==> src/rtl/rk8e_dma_bridge.sv <==
// rk8e_dma_bridge
// Data-break bridge between the RK8E SD-disk DMA master and the PDP-8
// memory bus. Requests the bus from the CPU (cpuHOLD/cpuHLDA), grants it
// to the disk (dmaGNT), and stretches each one-cycle disk read/write
// strobe into a MEM_LAT-cycle memory cycle. Errors are reported through
// sticky flags.
//
// Bit numbering: vectors are declared [N-1:0]. PDP-8 bit 0 (the MSB) is
// bit [N-1] here, so PDP-8 address bits 3..14 are memADDR[11:0].
//
// Ports
//   clk, reset (sync, active-low), clear (IOCLR, sync, active-high)
//   dmaREQ/dmaRD/dmaWR/dmaADDR/dmaDOUT : disk master request side
//   dmaDIN/dmaGNT                      : read data and grant to disk
//   cpuHOLD/cpuHLDA                    : data-break handshake with CPU
//   memADDR/memDOUT/memDIN/memRD/memWR : memory bus
//   wordCNT                            : words moved in current grant
//   dmaOVR/holdTO                      : sticky overrun / hold timeout
module rk8e_dma_bridge #(
  parameter int unsigned MEM_LAT = 3,
  parameter int unsigned HOLD_TO = 4096
) (
  input  logic        clk,
  input  logic        reset,
  input  logic        clear,
  input  logic        dmaREQ,
  input  logic        dmaRD,
  input  logic        dmaWR,
  input  logic [14:0] dmaADDR,
  input  logic [11:0] dmaDOUT,
  output logic [11:0] dmaDIN,
  output logic        dmaGNT,
  output logic        cpuHOLD,
  input  logic        cpuHLDA,
  output logic [14:0] memADDR,
  output logic [11:0] memDOUT,
  input  logic [11:0] memDIN,
  output logic        memRD,
  output logic        memWR,
  output logic [11:0] wordCNT,
  output logic        dmaOVR,
  output logic        holdTO
);

  localparam int unsigned    TO_W     = $clog2(HOLD_TO + 1);
  localparam logic [3:0]      LAT_LAST = 4'(MEM_LAT - 1);
  localparam logic [TO_W-1:0] TO_LAST  = TO_W'(HOLD_TO - 1);
  localparam logic [TO_W-1:0] TO_MAX   = TO_W'(HOLD_TO);

  typedef enum logic [2:0] {
    S_IDLE,
    S_HOLDREQ,
    S_GRANTED,
    S_MEMCYC,
    S_RELEASE
  } state_t;

  state_t          state_q;
  logic [3:0]      lat_q;
  logic [TO_W-1:0] to_q;
  logic            clr_pend_q;

  logic [11:0] dmaDIN_q;
  logic        dmaGNT_q;
  logic        cpuHOLD_q;
  logic [14:0] memADDR_q;
  logic [11:0] memDOUT_q;
  logic        memRD_q;
  logic        memWR_q;
  logic [11:0] wordCNT_q;
  logic        dmaOVR_q;
  logic        holdTO_q;

  // Outputs are registered alongside the state so each one already
  // reflects the state being entered.
  always_ff @(posedge clk) begin
    if (!reset) begin
      state_q    <= S_IDLE;
      lat_q      <= '0;
      to_q       <= '0;
      clr_pend_q <= 1'b0;
      dmaDIN_q   <= '0;
      dmaGNT_q   <= 1'b0;
      cpuHOLD_q  <= 1'b0;
      memADDR_q  <= '0;
      memDOUT_q  <= '0;
      memRD_q    <= 1'b0;
      memWR_q    <= 1'b0;
      wordCNT_q  <= '0;
      dmaOVR_q   <= 1'b0;
      holdTO_q   <= 1'b0;
    end else begin
      case (state_q)
        S_IDLE: begin
          if (clear) begin
            state_q  <= S_RELEASE;
            dmaOVR_q <= 1'b0;
            holdTO_q <= 1'b0;
            to_q     <= '0;
          end else if (dmaREQ) begin
            state_q   <= S_HOLDREQ;
            cpuHOLD_q <= 1'b1;
            wordCNT_q <= '0;
            to_q      <= '0;
          end
        end

        S_HOLDREQ: begin
          if (clear) begin
            state_q   <= S_RELEASE;
            cpuHOLD_q <= 1'b0;
            dmaOVR_q  <= 1'b0;
            holdTO_q  <= 1'b0;
            to_q      <= '0;
          end else begin
            // Saturating wait counter; the flag only reports, the request
            // keeps waiting for the CPU.
            if (to_q != TO_MAX) to_q <= to_q + 1'b1;
            if (to_q == TO_LAST) holdTO_q <= 1'b1;
            if (cpuHLDA) begin
              state_q  <= S_GRANTED;
              dmaGNT_q <= 1'b1;
            end else if (!dmaREQ) begin
              state_q   <= S_RELEASE;
              cpuHOLD_q <= 1'b0;
            end
          end
        end

        S_GRANTED: begin
          if (clear) begin
            state_q   <= S_RELEASE;
            cpuHOLD_q <= 1'b0;
            dmaGNT_q  <= 1'b0;
            dmaOVR_q  <= 1'b0;
            holdTO_q  <= 1'b0;
            to_q      <= '0;
          end else if (dmaRD && dmaWR) begin
            // Ambiguous access: flag it and drop it.
            dmaOVR_q <= 1'b1;
          end else if (dmaRD || dmaWR) begin
            state_q   <= S_MEMCYC;
            memADDR_q <= dmaADDR;
            if (dmaWR) memDOUT_q <= dmaDOUT;
            memRD_q   <= dmaRD;
            memWR_q   <= dmaWR;
            lat_q     <= '0;
          end else if (!dmaREQ) begin
            state_q   <= S_RELEASE;
            cpuHOLD_q <= 1'b0;
            dmaGNT_q  <= 1'b0;
          end
        end

        S_MEMCYC: begin
          // A strobe here would need a second cycle; it is lost.
          if (dmaRD || dmaWR) dmaOVR_q <= 1'b1;
          // IOCLR is deferred so a write is never cut short.
          if (clear) clr_pend_q <= 1'b1;
          lat_q <= lat_q + 4'd1;
          if (lat_q == LAT_LAST) begin
            memRD_q   <= 1'b0;
            memWR_q   <= 1'b0;
            if (memRD_q) dmaDIN_q <= memDIN;
            wordCNT_q <= wordCNT_q + 12'd1;
            if (clear || clr_pend_q) begin
              state_q    <= S_RELEASE;
              cpuHOLD_q  <= 1'b0;
              dmaGNT_q   <= 1'b0;
              dmaOVR_q   <= 1'b0;
              holdTO_q   <= 1'b0;
              to_q       <= '0;
              clr_pend_q <= 1'b0;
            end else if (dmaREQ) begin
              state_q <= S_GRANTED;
            end else begin
              state_q   <= S_RELEASE;
              cpuHOLD_q <= 1'b0;
              dmaGNT_q  <= 1'b0;
            end
          end
        end

        S_RELEASE: begin
          // One bus-free cycle for the CPU between bursts.
          state_q <= S_IDLE;
          if (clear) begin
            dmaOVR_q <= 1'b0;
            holdTO_q <= 1'b0;
            to_q     <= '0;
          end
        end

        default: begin
          state_q <= S_IDLE;
        end
      endcase
    end
  end

  assign dmaDIN  = dmaDIN_q;
  assign dmaGNT  = dmaGNT_q;
  assign cpuHOLD = cpuHOLD_q;
  assign memADDR = memADDR_q;
  assign memDOUT = memDOUT_q;
  assign memRD   = memRD_q;
  assign memWR   = memWR_q;
  assign wordCNT = wordCNT_q;
  assign dmaOVR  = dmaOVR_q;
  assign holdTO  = holdTO_q;

endmodule

==> config.mk <==
export PLATFORM = sky130hd
export DESIGN_NAME = rk8e_dma_bridge
export DESIGN_NICKNAME = d
export VERILOG_FILES = /design/src/rtl/rk8e_dma_bridge.sv
export SDC_FILE = /design/constraint.sdc
export NUM_CORES = 1
export LEC_CHECK = 0
export CORE_ASPECT_RATIO = 0.7
export CORE_MARGIN = 3
export CORE_UTILIZATION = 43
export CTS_CLUSTER_DIAMETER = 40
export CTS_CLUSTER_SIZE = 28
export DETAILED_ROUTE_END_ITERATION = 10
export GPL_TIMING_DRIVEN = 0
export PLACE_DENSITY = 0.76
export SYNTH_ARGS = -nofsm -noshare
export SYNTH_HDL_FRONTEND = slang
export SYNTH_SLANG_ARGS = --single-unit
==> constraint.sdc <==
create_clock -name clk -period 1.7 [get_ports clk]
set_input_delay 0.17 -clock clk [delete_from_list [all_inputs] [get_ports clk]]
set_output_delay 0.17 -clock clk [all_outputs]
set_load 0.03 [all_outputs]
; Word level (Yosys, flattened, before mapping)
; Index checks and enable logic that the tools add are counted.
[totals]
inputBits = 46
regBits = 78
output_inout_bits = 57
elab_cells = 143
[op_classes]
reduce_logical = 26
mux = 72
add_sub_neg = 3
eq_ne = 26
n_bitwise = 2
[ops]
columns = cell, n
row1 = two-way mux 13 bit, 7
row2 = one-hot mux 13 bit (4 select lines), 1
row3 = two-way mux 1 bit, 38
row4 = two-way mux 12 bit, 3
row5 = two-way mux 3 bit, 11
row6 = one-hot mux 12 bit (2 select lines), 1
row7 = "!= test 3 bit, second input constant", 7
row8 = "!= test 2 bit, second input constant", 9
row9 = AND reduction 5 bit, 3
row10 = "adder 13 x 1 -> 13 bit, second input constant", 1
row11 = "== test 13 x 12 -> 1 bit, second input constant", 1
row12 = "!= test 13 bit, second input constant", 1
row13 = "adder 12 x 1 -> 12 bit, second input constant", 1
row14 = two-way mux 4 bit, 3
row15 = one-hot mux 3 bit (4 select lines), 1
row16 = AND reduction 4 bit, 3
row17 = AND reduction 6 bit, 2
row18 = one-hot mux 1 bit (3 select lines), 3
row19 = AND reduction 3 bit, 3
row20 = nonzero test 3 bit, 3
row21 = one-hot mux 4 bit (2 select lines), 1
row22 = nonzero test 4 bit, 2
row23 = AND reduction 7 bit, 1
row24 = "== test 3 x 2 -> 1 bit, second input constant", 2
row25 = other kinds (14), 21

; Longest topological paths before layout
[logic_depth]
ltp_word = 5
ltp_mapped = 8
mapped_depth_nobuf = 7

; Worst setup path before layout
; No wires, ideal clock.
[synth_path]
kind = reg2reg
start = register lat_q[0]
end = register cpuHOLD_q (netlist: cpuHOLD)
arrival_ns = 1.671
t_required_ns = 1.584
path_stages_with_launch = 8
slack_ns = -0.086
n_path_buf = 0
setup_ns = 0.116
period_less_slack_ns = 1.786
cell_sequence = dfxtp_1 -> inv_1 -> ha_1 -> or3b_4 -> nand3_1 -> nand2_1 -> o311a_1 -> a31o_1
[synth_between]
elab_chain_cells = 3
[synth_lines]
columns = element, line
row1 = from (decl), 59  ; logic [3:0] lat_q;
row2 = from (signal assigned), 160  ; lat_q <= lat_q + 4'd1;
row3 = == test 4 x 2 -> 1 bit, 161  ; if (lat_q == LAT_LAST) begin
row4 = != test 2 bit (no line), n/a
row5 = AND reduction 7 bit (no line), n/a
row6 = to (signal assigned), 150  ; cpuHOLD_q <= 1'b0;
row7 = to (signal assigned), 168  ; cpuHOLD_q <= 1'b0;
row8 = to (signal assigned), 178  ; cpuHOLD_q <= 1'b0;
row9 = to (decl), 65  ; logic cpuHOLD_q;
; No other way between the ends.
; A chain may end at the register's enable or synchronous reset.

; Final worst setup path
[layout_path]
start = register lat_q[1]
end = register cpuHOLD_q (netlist: cpuHOLD)
; The elaborated chain is that of the path after synthesis.

==> qor_table.md <==
| Metric | Value | Unit |
| --- | --- | --- |
| Outcome | finished with violations | - |
| Failing checks | setup timing | - |
| Post-route DRC | 0 | - |
| Vias | 3687 | - |
| Most instantiated cells after synthesis | dfxtp_1, nand2_1, nor2_1 | - |
| GRT overflow | 0 | - |
| Largest vdd supply drop | 0.769 | mV |
| Post-detailed-routing wire length | 10.3 | mm |
| Achievable frequency | 538 | MHz |
| Bufs on Longest Clock Path | 2 | - |
| Share of synthesized area occupied by flip-flops and latches | 0.440 | - |
| Actual transition at the worst max-transition pin | 0.536 | ns |
| Initial Utilization | 0.447 | - |
| Cells after Synth | 445 | - |
| Clock latency of the later-clocked register in the worst-skew pair | 0.34 | ns |
| Hpwl dp | 6.88 | mm |
| Max-cap violations | 0 | - |
| Area Growth Syn to Fin | 53.7 | % |
| Min cycle time layout | 1.86 | ns |
| Area share of the largest cell type after synthesis | 0.440 | - |
| Cell with the largest stage delay on the worst path | or3b_4 | - |
| Net count of the mapped netlist | 496 | - |
| Final setup slack of the worst path | -0.160 | ns |
| Share of synthesized cell area in and, or, nand and nor gates | 0.273 | - |
| Data required time at the worst endpoint | 1.93 | ns |
| Global-route total usage across every layer | 0.211 | - |
| Core Area | 0.00794 | mm2 |
| Leakage power figure | 1.97 | nW |
| Synth Area in Adders | 0.0176 | - |
| Top FF cell, synth | dfxtp_1 | - |
| Number of warnings printed during yosys synthesis | 0 | - |
| Synth area leaders | dfxtp_1, nand2_1, a21oi_1 | - |
| Type of destination of the critical path | register | - |
| Proportion of synthesized area in mux cells | 0.0338 | - |
| Fraction of final layout cells sized beyond drive strength 1 | 0.168 | - |
| Instance count after placement with tap cells included | 645 | - |
| Flip-flop and latch count after synthesis | 78 | - |
| Number of antenna violations at the first check in global routing | 0 | - |
| Clock Pin Slew Worst Setup and Hold Paths | 0.06 | ns |
| Pin count of the biggest net entering global routing | 14 | - |
| Final Skew | 0.00834 | ns |
| Nets@finish | 619 | - |
| Placer congestion estimate | 0.922 | - |
| Setup Crit Path Kind | reg -> reg | - |
| Post-synth EDFFs | 0 | - |
| Delay of the slowest critical-path stage | 0.42 | ns |
| CTS sink count | 78 | - |
| CTS hold repair buffers | 0 | - |
| Die H | 82.0 | um |
| Number of iterations in the first detailed-routing pass | 5 | - |
| Post-route fraction of the period consumed by the critical path | 1.09 | - |
| Via count of the first global-routing pass | 3270 | - |
| Pins over their slew limit | 0 | - |
| Setup Viol. Count Final | 38 | - |
| Fin. Hold Viols | 0 | - |
| Floorplan die area | 0.00940 | mm2 |
| 1st-iter DRT viols | 239 | - |
| Final core utilization | 0.687 | - |
| Number of different library cells in the post-synthesis netlist | 52 | - |
| Worst path bufs/invs | 1 | - |
| Wire length of the first global-routing pass | 15.7 | mm |
| Fraction of registers with async set or reset after synthesis | 0 | - |
| Post-synth design cell area | 0.00355 | mm2 |
| Setup repair after global routing missed its margin | yes | - |
| ANT cells | 0 | - |
| Average footprint of a synthesized cell | 7.98 | um2 |
| Critical path arrival | 2.09 | ns |
| Final sum of negative setup slack | -2.66 | ns |
| Post-layout instance count excluding filler cells | 674 | - |
| Vias per Instance | 5.47 | - |
| Critical path cell sequence | ha_1, or3b_4, buf_4, nand3_4, nand2_1, o311a_1, a31o_1 | - |
| Cell type group with the largest total delay on the critical path | simple AND/OR/NAND/NOR gates | - |
| Compound-Gate Fraction of Synth Area | 0.157 | - |
| Parity-gate share of the synthesized area counting xor and xnor cells | 0.0345 | - |
| Total CTS buffers | 9 | - |
| Combinational family with the most area after synthesis | simple AND/OR/NAND/NOR gates | - |
| Pre-CTS WS | -0.596 | ns |
| Leading area contributor after synthesis | dfxtp_1 | - |
| Critical Path Start Type | register | - |
| Rel. slew slack | 0.643 | - |
| Number of standard-cell rows in the floorplan | 27 | - |
| Routed length per instance | 15.3 | um |
| Antenna violation net count after detailed routing | 0 | - |
| Root buffer cell | clkbuf_16 | - |
| I/O pin total | 103 | - |
| H-tree Lvls | 3 | - |
| Power density relative to cell area | 803 | mW/mm2 |
| Die boundary width | 115 | um |
| Largest fanout on the critical path | 5 | - |
| Worst-case hold slack | 0.292 | ns |
| TritonCTS clock tree | yes | - |
| Buffers added on ports | 99 | - |
| Hold WC Path Type | in -> reg | - |
-- power breakdown --
part | internal [W] | switching [W] | leakage, nW
combinational | 0.000185 | 0.000211 | 1.18
sequential | 0.00184 | 0.0000139 | 0.632
clock | 0.00136 | 0.000764 | 0.162
total | 0.00339 | 0.000988 | 1.97
-- repair_timing --
action,CTS,global route
gates resized for setup,55,46
setup buffers,4,9
gates cloned,2,0
endpoints found under the setup margin,69,67
pin swaps,12,19
-- placed cells by master (no fill, tap or decap), types with 3 or more instances in the layout --
cell,netlist,routed
clkbuf_16,0,9
nor3_4,0,5
o221a_2,3,3
buf_4,1,13
dfxtp_1,78,71
a21oi_1,44,42
clkdlybuf4s50_1,0,98
ha_1,5,4
clkbuf_1,18,10
a31oi_1,7,7
o21ai_0,16,9
nor2_4,0,6
o21ai_1,0,5
mux2i_1,12,11
nor4_1,5,5
dfxtp_2,0,7
nand2_1,78,77
xnor2_1,12,11
nor2_1,54,48
buf_6,1,7
and3_1,7,7
or3_1,5,4
nand3_1,23,20
clkbuf_4,0,3
clkbuf_2,0,6
nand4_1,8,8
inv_1,8,7
-- cell families (layout without fill, tap and decap cells) --
logic type	count (synthesis)	after routing
and+or+nand+nor	208	208
muxes	12	12
AOI/OAI and AO/OA	92	92
adders and majority gates	5	5
buffers and inverters	36	164
xor gates and xnor gates	14	14
DFF	78	78
-- sequential cells by signal (all words and copies together), names as in the netlist, 3 cells and up --
signal,cells
memADDR,15
to_q,13
dmaDIN,12
memDOUT,12
wordCNT,12
lat_q,4
state_q,3
-- layer usage --
layer  up-vias  wire length, um  global-route usage
li1       1805                -                   -
met1      1717             4460               0.282
met2       145             4850               0.319
met3        20              837              0.0736
met4         0              154              0.0664
met5         -                0                   0
-- worst paths after layout --
check | start | end | slack [ns] | depth (start not counted)
max | lat_q[1]$_SDFFE_PN0P_ | cpuHOLD$_SDFFE_PN0P_ | -0.16 | 7
min | reset | to_q[0]$_SDFFE_PN0P_ | 0.29 | 2
max reg2reg | lat_q[1]$_SDFFE_PN0P_ | cpuHOLD$_SDFFE_PN0P_ | -0.16 | 7
min reg2reg | memDOUT[5]$_SDFFE_PN0P_ | memDOUT[5]$_SDFFE_PN0P_ | 0.45 | 2
-- stage by stage --
step,instance area [um2],power (W)
floorplan,3560,0.00205
global placement,4680,0.00220
detailed placement,4680,0.00221
CTS,5240,0.00437
global route,5460,0.00453
finish,5460,0.00438
-- final cells by class --
class	count	area, um2
well taps	101	126
clock buffers	11	253
plain buffers	26	164
flip-flops and latches	78	1570
multi-input cells	331	2110
repair buffers	114	1120
clock inverters	5	81.3
inverters	8	30.0
fillers	602	2480
No activity file was read; power rests on OpenSTA's default activity.
==> RTL change, RTL diff (same flow settings) <==
Encoding of `state_t`: now one-hot (5 bits for 5 states).
--- a/src/rtl/rk8e_dma_bridge.sv
+++ b/src/rtl/rk8e_dma_bridge.sv
@@ -48,10 +48,10 @@
   localparam logic [TO_W-1:0] TO_MAX   = TO_W'(HOLD_TO);
 
-  typedef enum logic [2:0] {
-    S_IDLE,
-    S_HOLDREQ,
-    S_GRANTED,
-    S_MEMCYC,
-    S_RELEASE
+  typedef enum logic [4:0] {
+    S_IDLE    = 5'b00001,
+    S_HOLDREQ = 5'b00010,
+    S_GRANTED = 5'b00100,
+    S_MEMCYC  = 5'b01000,
+    S_RELEASE = 5'b10000
   } state_t;
 
Check against the original RTL: same outputs for any inputs over 4 cycles, from zero or initial values and one cycle with reset low; so few cycles prove little.
==> RTL change against the original RTL <==
The run still ends with negative setup slack left; setup slack worse by 250 ps; non-clock buffer count is 40 higher; final area is 19% higher; wire length is 37% higher; synthesized area is 9.2% higher; count of clock-buffer cells in the layout is 1 lower; sequential cell count is 2 higher; fmax is 12% lower; via count is 15% higher; synthesized cell count is 0.90% lower; critical path type unchanged; critical endpoint is now to_q[3]; largest cell class unchanged.
Power is not compared: it rests on default switching activity, and its combinational part moved more than twofold at a synthesized area within 25%.
==> RTL change: results <==
export IMPL_viasPerCell=5.78
export IMPL_worst_slack_ps=-405
export IMPL_num_vias=4238
export IMPL_post_place_ws_ps=-813
export IMPL_grt_max_degree=15
export IMPL_htree_levels=3
export IMPL_synth_adder_area_share_pct=1.61
export IMPL_gp_congestion=0.945
export IMPL_ys_types=68
export IMPL_synthXorXnorAreaFrac_pct=2.03
export IMPL_dp_cells=661
export IMPL_syn_nets=492
export IMPL_critical_path_max_stage_delay_ps=400
export IMPL_critPathArrivalTime_ps=2320
export IMPL_grt_pass1_vias=4118
export IMPL_yosysSeqAreaShare_pct=41.3
export IMPL_layout_drive_gt1_share_pct=29.4
export IMPL_hpwlAfterDp_mm=8.15
export IMPL_first_iter_violations=315
export IMPL_fin_skew_ps=7.36
export IMPL_finalSetupTns_ps=-16760
export IMPL_cp_max_fo=8
export IMPL_violations="negative setup slack"
export IMPL_outcome="complete, but fails checks"
export IMPL_syn_avg_cell_area_sq_um=8.80
export IMPL_reg2reg_slack_ps=-410
export IMPL_grt_pass1_wl_mm=20.6
export IMPL_yosys_top_cells_area="dfxtp_1 (41%), mux2i_1 (11%), nor2_1 (6.4%), a21oi_1 (3.1%), nand2_1 (2.5%)"
export IMPL_synth_mux_area_share_pct=10.6
export IMPL_numCtsBuffers=9
export IMPL_setup_viol=78
export IMPL_power_leakage_nw=2.58
export IMPL_track_usage_pct=25.3
export IMPL_ys_top_cells_by_count="dfxtp_1 (80), nor2_1 (66), mux2i_1 (41)"
export IMPL_synth_compound_area_share_pct=15.2
export IMPL_wl_mm=14.1
export IMPL_place_port_buffers=100
export IMPL_slew_headroom_pct=46.4
[RTL change: per-layer routing]
layer / part of all wire (%) / vias up / track usage, %
met5: 0 / - / 0
met4: 2.4 / 0 / 8.42
met3: 13 / 38 / 11.3
met2: 46 / 264 / 39.5
met1: 38 / 1984 / 31.4
li1: - / 1952 / -
[RTL change: final timing paths]
path	startpoint	end	depth (start not counted)
worst max-delay path	lat_q[0]	to_q[3]	9
worst min-delay path	dmaRD	memRD	3
worst max register to register	lat_q[0]	to_q[3]	9
worst min register to register	memWR	memWR	2
[RTL change: worst max-delay path, delay by kind of cell, from the launching register on]
family,cells,cell delay (ps)
AOI/OAI and AO/OA,4,700
buffers and inverters,3,410
and+or+nand+nor,1,400
adders and majority gates,1,130
DFF,1,330
[RTL change: final cells by class]
cell class                      instances  area, sq um
Multi-Input combinational cell        328         2650
Fill cell                             547         2120
Sequential cell                        80         1620
Timing Repair Buffer                  156         1550
Clock buffer                           10          229
Buffer                                 24          194
Tap cell                              120          150
Clock inverter                          6         67.6
Inverter                                9         33.8
[RTL change: logic make-up after synthesis]
logic type / after synthesis
flip-flops: 80
XOR/XNOR: 9
adder cells (fa/ha/maj): 5
multiplexers: 41
buffers and inverters: 34
AO/OA/AOI/OAI: 89
AND/OR/NAND/NOR: 183
[RTL change: stage by stage]
stage / util (%) / area, sq um / hold WS [ps]
detailed placement: 59.8 / 5150 / 478
global route: 75.4 / 6490 / 240
CTS: 70.7 / 6090 / 169
finish: 75.4 / 6490 / 222
floorplan: - / 4000 / 314
global placement: 59.8 / 5150 / 465
[RTL change: where the power goes]
part | total (mW) | internal (mW) | switching, mW
clock network | 1.95 | 1.14 | 0.807
registers | 1.97 | 1.92 | 0.0517
logic | 1.24 | 0.555 | 0.686
[RTL change: timing repair]
item	CTS	global route
gates cloned	3	0
gates resized for setup	72	60
hold endpoints to repair	0	0
endpoints found under the setup margin	78	79
setup buffers	35	19
pin swaps	40	33
